[src/rtl/shift_right_sequential.sv]
// -----------------------------------------------------------------------------
// shift_right_sequential
//
// Multi-cycle right shifter (logical or arithmetic) for the ALU datapath.
// The shift is made up of S binary-weighted stages. Stage k shifts by 2^k when
// shamt[k] is set, and one stage is applied per clock. BUSY therefore always
// lasts exactly S cycles, whatever the shift amount.
//
// Ports:
//   clk        rising-edge clock
//   rst_n      asynchronous active-low reset; drops any in-flight operation
//   in_valid   upstream offers an operation
//   in_ready   high only in IDLE
//   in         operand to shift right (N bits)
//   shamt      shift amount 0..N-1 (S bits)
//   arith      1 = sign fill, 0 = zero fill
//   out_valid  high only in DONE
//   out_ready  downstream takes the result
//   out        shifted result; keeps its value after the handshake
//   busy       high in BUSY or DONE
// -----------------------------------------------------------------------------
module shift_right_sequential #(
    parameter int N = 32,
    parameter int S = $clog2(N)
) (
    input  logic         clk,
    input  logic         rst_n,
    input  logic         in_valid,
    output logic         in_ready,
    input  logic [N-1:0] in,
    input  logic [S-1:0] shamt,
    input  logic         arith,
    output logic         out_valid,
    input  logic         out_ready,
    output logic [N-1:0] out,
    output logic         busy
);

    // The stage counter runs from 0 to S-1.
    localparam int CW = (S > 1) ? $clog2(S) : 1;

    typedef enum logic [1:0] {
        IDLE = 2'd0,
        BUSY = 2'd1,
        DONE = 2'd2
    } state_t;

    state_t        state_reg;
    logic [N-1:0]  work_reg;
    logic [S-1:0]  sh_reg;
    logic          ar_reg;
    logic          msb_reg;
    logic [CW-1:0] cnt_reg;
    logic [N-1:0]  out_reg;
    logic          in_ready_reg;
    logic          out_valid_reg;
    logic          busy_reg;

    logic          fill;
    logic          last_stage;
    logic [N-1:0]  work_next;
    logic [N-1:0]  stage_res [S];

    // The sign is captured from the original operand when the operation is
    // accepted. The intermediate work value is never used for sign fill, so
    // an earlier logical-looking stage cannot change the fill bit.
    assign fill       = ar_reg & msb_reg;
    assign last_stage = (cnt_reg == CW'(S - 1));

    // One candidate per stage: work shifted right by 2^gi with fill on top.
    generate
        for (genvar gi = 0; gi < S; gi++) begin : g_stage
            localparam int D = 1 << gi;
            assign stage_res[gi] = {{D{fill}}, work_reg[N-1:D]};
        end
    endgenerate

    always_comb begin
        work_next = work_reg;
        if (sh_reg[cnt_reg]) begin
            work_next = stage_res[cnt_reg];
        end
    end

    always_ff @(posedge clk or negedge rst_n) begin
        if (!rst_n) begin
            state_reg     <= IDLE;
            work_reg      <= '0;
            sh_reg        <= '0;
            ar_reg        <= 1'b0;
            msb_reg       <= 1'b0;
            cnt_reg       <= '0;
            out_reg       <= '0;
            in_ready_reg  <= 1'b1;
            out_valid_reg <= 1'b0;
            busy_reg      <= 1'b0;
        end else begin
            case (state_reg)
                IDLE: begin
                    if (in_valid) begin
                        state_reg    <= BUSY;
                        work_reg     <= in;
                        sh_reg       <= shamt;
                        ar_reg       <= arith;
                        msb_reg      <= in[N-1];
                        cnt_reg      <= '0;
                        in_ready_reg <= 1'b0;
                        busy_reg     <= 1'b1;
                    end
                end
                BUSY: begin
                    work_reg <= work_next;
                    cnt_reg  <= cnt_reg + CW'(1);
                    if (last_stage) begin
                        // The result register is loaded straight from the
                        // final stage so out and out_valid rise together.
                        state_reg     <= DONE;
                        out_reg       <= work_next;
                        out_valid_reg <= 1'b1;
                    end
                end
                DONE: begin
                    if (out_ready) begin
                        state_reg     <= IDLE;
                        out_valid_reg <= 1'b0;
                        in_ready_reg  <= 1'b1;
                        busy_reg      <= 1'b0;
                    end
                end
                default: begin
                    state_reg     <= IDLE;
                    out_valid_reg <= 1'b0;
                    in_ready_reg  <= 1'b1;
                    busy_reg      <= 1'b0;
                end
            endcase
        end
    end

    assign in_ready  = in_ready_reg;
    assign out_valid = out_valid_reg;
    assign busy      = busy_reg;
    assign out       = out_reg;

endmodule

[config.mk]
export PLATFORM = sky130hd
export DESIGN_NAME = shift_right_sequential
export DESIGN_NICKNAME = d
export VERILOG_FILES = /design/src/rtl/shift_right_sequential.sv
export SDC_FILE = /design/constraint.sdc
export NUM_CORES = 1
export LEC_CHECK = 0
export ABC_AREA = 0
export ABC_CLOCK_PERIOD_IN_PS = 5150
export CAP_MARGIN = 10
export CORE_UTILIZATION = 45
export DETAILED_ROUTE_END_ITERATION = 10
export PLACE_DENSITY = 0.69
export SLEW_MARGIN = 20
export SYNTH_ARGS = -nofsm -noshare
export SYNTH_HDL_FRONTEND = slang
export SYNTH_SLANG_ARGS = --single-unit
[constraint.sdc]
create_clock -name clk -period 5.15 [get_ports clk]
set_input_delay 0.515 -clock clk [delete_from_list [all_inputs] [get_ports clk]]
set_output_delay 0.515 -clock clk [all_outputs]
set_load 0.05 [all_outputs]
==> results.sh <==
export IMPL_status="finished clean"
export IMPL_yosys_warnings=0
export IMPL_ys_ff_latch=79
export IMPL_drive_gt1_share_pct=12.7
export IMPL_numPortBuffers=76
export IMPL_skew_ns=0.00825
export IMPL_grt_pass1_vias=4051
export IMPL_cp_top_family="simple AND/OR/NAND/NOR gates"
export IMPL_antenna_left=0
export IMPL_cts_repair_resized=0
export IMPL_report_final_hold_viol_count=0
export IMPL_cts_tree="built"
export IMPL_power_total_mw=4.64
export IMPL_max_stage_delay_ns=0.89
export IMPL_via_per_inst=5.82
export IMPL_clk_path_buf_depth=2
export IMPL_path_max_fanout=35
export IMPL_cp_data_required_time_ns=5.35
export IMPL_relSlewSlack_pct=26.3
export IMPL_setup_violations=0
export IMPL_fin_crit_sh_pct=63.8
export IMPL_place_congestion=0.994
export IMPL_fp_dieH_um=106
export IMPL_drc=0
export IMPL_fp_coreArea_um2=10400
export IMPL_worstPathArrival_ns=3.49
export IMPL_cts_htree_levels=3
export IMPL_dpl_hpwl_um=9430
export IMPL_grt_pass1_wl_um=22200
export IMPL_wl_per_cell_um=18.8
export IMPL_critPathKind="reg -> reg"
export IMPL_slew_viol_final=0
export IMPL_post_dp_cell_area_um2=5560
export IMPL_clk_pin_slew_ns=0.08
export IMPL_io_pins=77
export IMPL_dp_cells=710
export IMPL_yosys_most_used_dff="dfrtp_1"
export IMPL_hold_class="in -> async"
export IMPL_synth_area_leaders="dfrtp_1, nand2_1, nor2_1"
export IMPL_critical_path_buf_inv_count=1
export IMPL_num_antenna_cells=0
export IMPL_yosysSeqAreaShare_pct=40.9
export IMPL_syn_area_per_cell_um2=9.02
export IMPL_fin_setup_tns_ns=0
export IMPL_finalNetCount=630
export IMPL_yosysTopAreaCell="dfrtp_1"
export IMPL_track_usage_pct=25.7
export IMPL_drt_initial_drc_count=327
export IMPL_die_x_um=106
export IMPL_clock_sinks=79
export IMPL_cts_buffers=9
export IMPL_slowest_stage="nor3_2"
export IMPL_crit_path_end_kind="flop"
export IMPL_rows=37
export IMPL_max_freq_mhz=304
export IMPL_p_per_area_nw_per_um2=798
export IMPL_tightestPinTransition_ns=1.10
export IMPL_area_growth_pct=20.2
export IMPL_cts_root_buf="clkbuf_8"
export IMPL_cts_hold_buf=0
export IMPL_cp_cell_sequence="inv_1 -> nand3_2 -> and2_4 -> nor3_2 -> a211oi_2"
export IMPL_drv_cap=0
export IMPL_leakage_nw=2.42
export IMPL_synth_top_area_share_pct=40.4
export IMPL_synth_nets=580
export IMPL_grt_max_degree=80
export IMPL_wl_um=13600
export IMPL_post_route_min_period_ns=3.29
export IMPL_vias=4234
export IMPL_yosys_cell_types_count=56
export IMPL_ir_worst_vdd_mv=0.349
export IMPL_netlist_instances=536
export IMPL_grt_antenna_before_repair=0
export IMPL_instances_no_fill=727
export IMPL_overflow=0
export IMPL_clk_insertion_delay_late_ns=0.37
export IMPL_stdcell_area_um2=5810
export IMPL_async_flop_share_pct=100
export IMPL_synth_edf_count=0
export IMPL_fin_util_pct=56.1
export IMPL_netlist_area_um2=4840
export IMPL_critPathLaunchType="flop"
export IMPL_rsz0062_at_grt="no"
export IMPL_die_area_um2=11200
export IMPL_initial_core_util_pct=46.6
export IMPL_cts_setup_buffers=0
export IMPL_dr_pass1_iters=5
worst reg2reg max path, cell delays in order, from the launching register on:
cell and delay, ns:
dfrtp_1 0.79, inv_1 0.71, nand3_2 0.27, and2_4 0.31, nor3_2 0.89, a211oi_2 0.16
where the power goes:
| group | switching (mW) | total, mW | internal (mW) |
|---|---|---|---|
| combinational | 1.63 | 2.71 | 1.08 |
| sequential | 0.439 | 1.37 | 0.927 |
| clock | 0.239 | 0.562 | 0.323 |
| total | 2.30 | 4.64 | 2.33 |
path summary, 6_finish.rpt:
check	startpoint	endpoint	slack, ns	depth (start not counted)
max in group asynchronous	rst_n	in_ready$_DFFE_PN1P_	4.38	2
setup reg to reg	cnt_reg[2]$_DFFE_PN0P_	work_reg[27]$_DFFE_PN0P_	1.86	5
min in group clk	sh_reg[1]$_DFFE_PN0P_	sh_reg[1]$_DFFE_PN0P_	0.48	2
hold / removal	rst_n	out[8]$_DFFE_PN0P_	0.12	1
hold reg to reg	sh_reg[1]$_DFFE_PN0P_	sh_reg[1]$_DFFE_PN0P_	0.48	2
setup / recovery	cnt_reg[2]$_DFFE_PN0P_	work_reg[27]$_DFFE_PN0P_	1.86	5
synth_stat cells, types with 3 or more instances:
master	instances
nor3_1	19
a211oi_1	3
o22ai_1	13
a211oi_2	11
nand2b_1	22
nand3_1	33
o311ai_0	4
buf_6	6
nor2b_1	7
dfrtp_1	78
nor3_2	10
mux2_2	5
a221o_1	17
nand2_1	81
or3_1	7
mux2i_1	8
o21a_1	4
and2_1	8
buf_2	17
nor2_1	62
mux4_2	9
inv_1	9
a21oi_1	34
o21ai_0	12
clkbuf_1	17
per-stage QoR:
stage,setup WS [ns],hold WS [ns]
after detailed placement,1.90,0.464
after global routing,1.69,0.167
after floorplan,3.13,0.219
final,1.86,0.117
after CTS,1.89,0.363
after global placement,2.05,0.461
logic make-up after synthesis:
group	after synthesis	share of synthesized area, %
and+or+nand+nor	259	26.1
adders and majority gates	2	0.517
AOI/OAI and AO/OA	120	19.2
DFF	79	40.9
muxes	23	7.32
buffers and inverters	53	5.98
metal layers:
metal | wire length (µm) | vias to the layer above | global-route usage (%)
met4 | 258 | 0 | 9.33
met2 | 6350 | 112 | 40.1
met1 | 6530 | 2099 | 37.2
li1 | - | 2005 | -
met5 | 0 | - | 0
met3 | 509 | 18 | 2.41
cell usage in the layout, fill, tap and decap left out, types with 2 or more instances in the layout:
cell             instances
nor3_2                  10
a211oi_1                 3
o22ai_1                 13
nor2_1                  60
o311ai_0                 4
nand2_1                 81
o21ai_0                 12
o32a_1                   2
o22a_1                   2
mux2i_1                  8
o31ai_2                  2
inv_1                    9
clkbuf_1                 2
a221oi_2                 2
o21a_1                   4
mux2_2                   5
bufinv_16                3
nand2b_1                22
clkbuf_8                 9
a221o_1                 17
and3_1                   2
nor3_1                  19
clkdlybuf4s50_1         75
o31ai_1                  2
a21o_1                   2
ha_1                     2
dfrtp_1                 77
nor2b_1                  7
a211oi_2                11
buf_4                    6
nand3_1                 33
nor2_2                   3
and2_1                   8
a21oi_1                 34
or3_1                    7
mux4_2                   9
final cells by class:
cell class                      count  area, µm²
Timing Repair Buffer               82        816
Sequential cell                    79       1980
Clock buffer                       11        131
Tap cell                          136        170
Inverter                           10       37.5
Multi-Input combinational cell    404       2570
Fill cell                         974       4560
Clock inverter                      5        106
(Power assumes the default switching activity.)
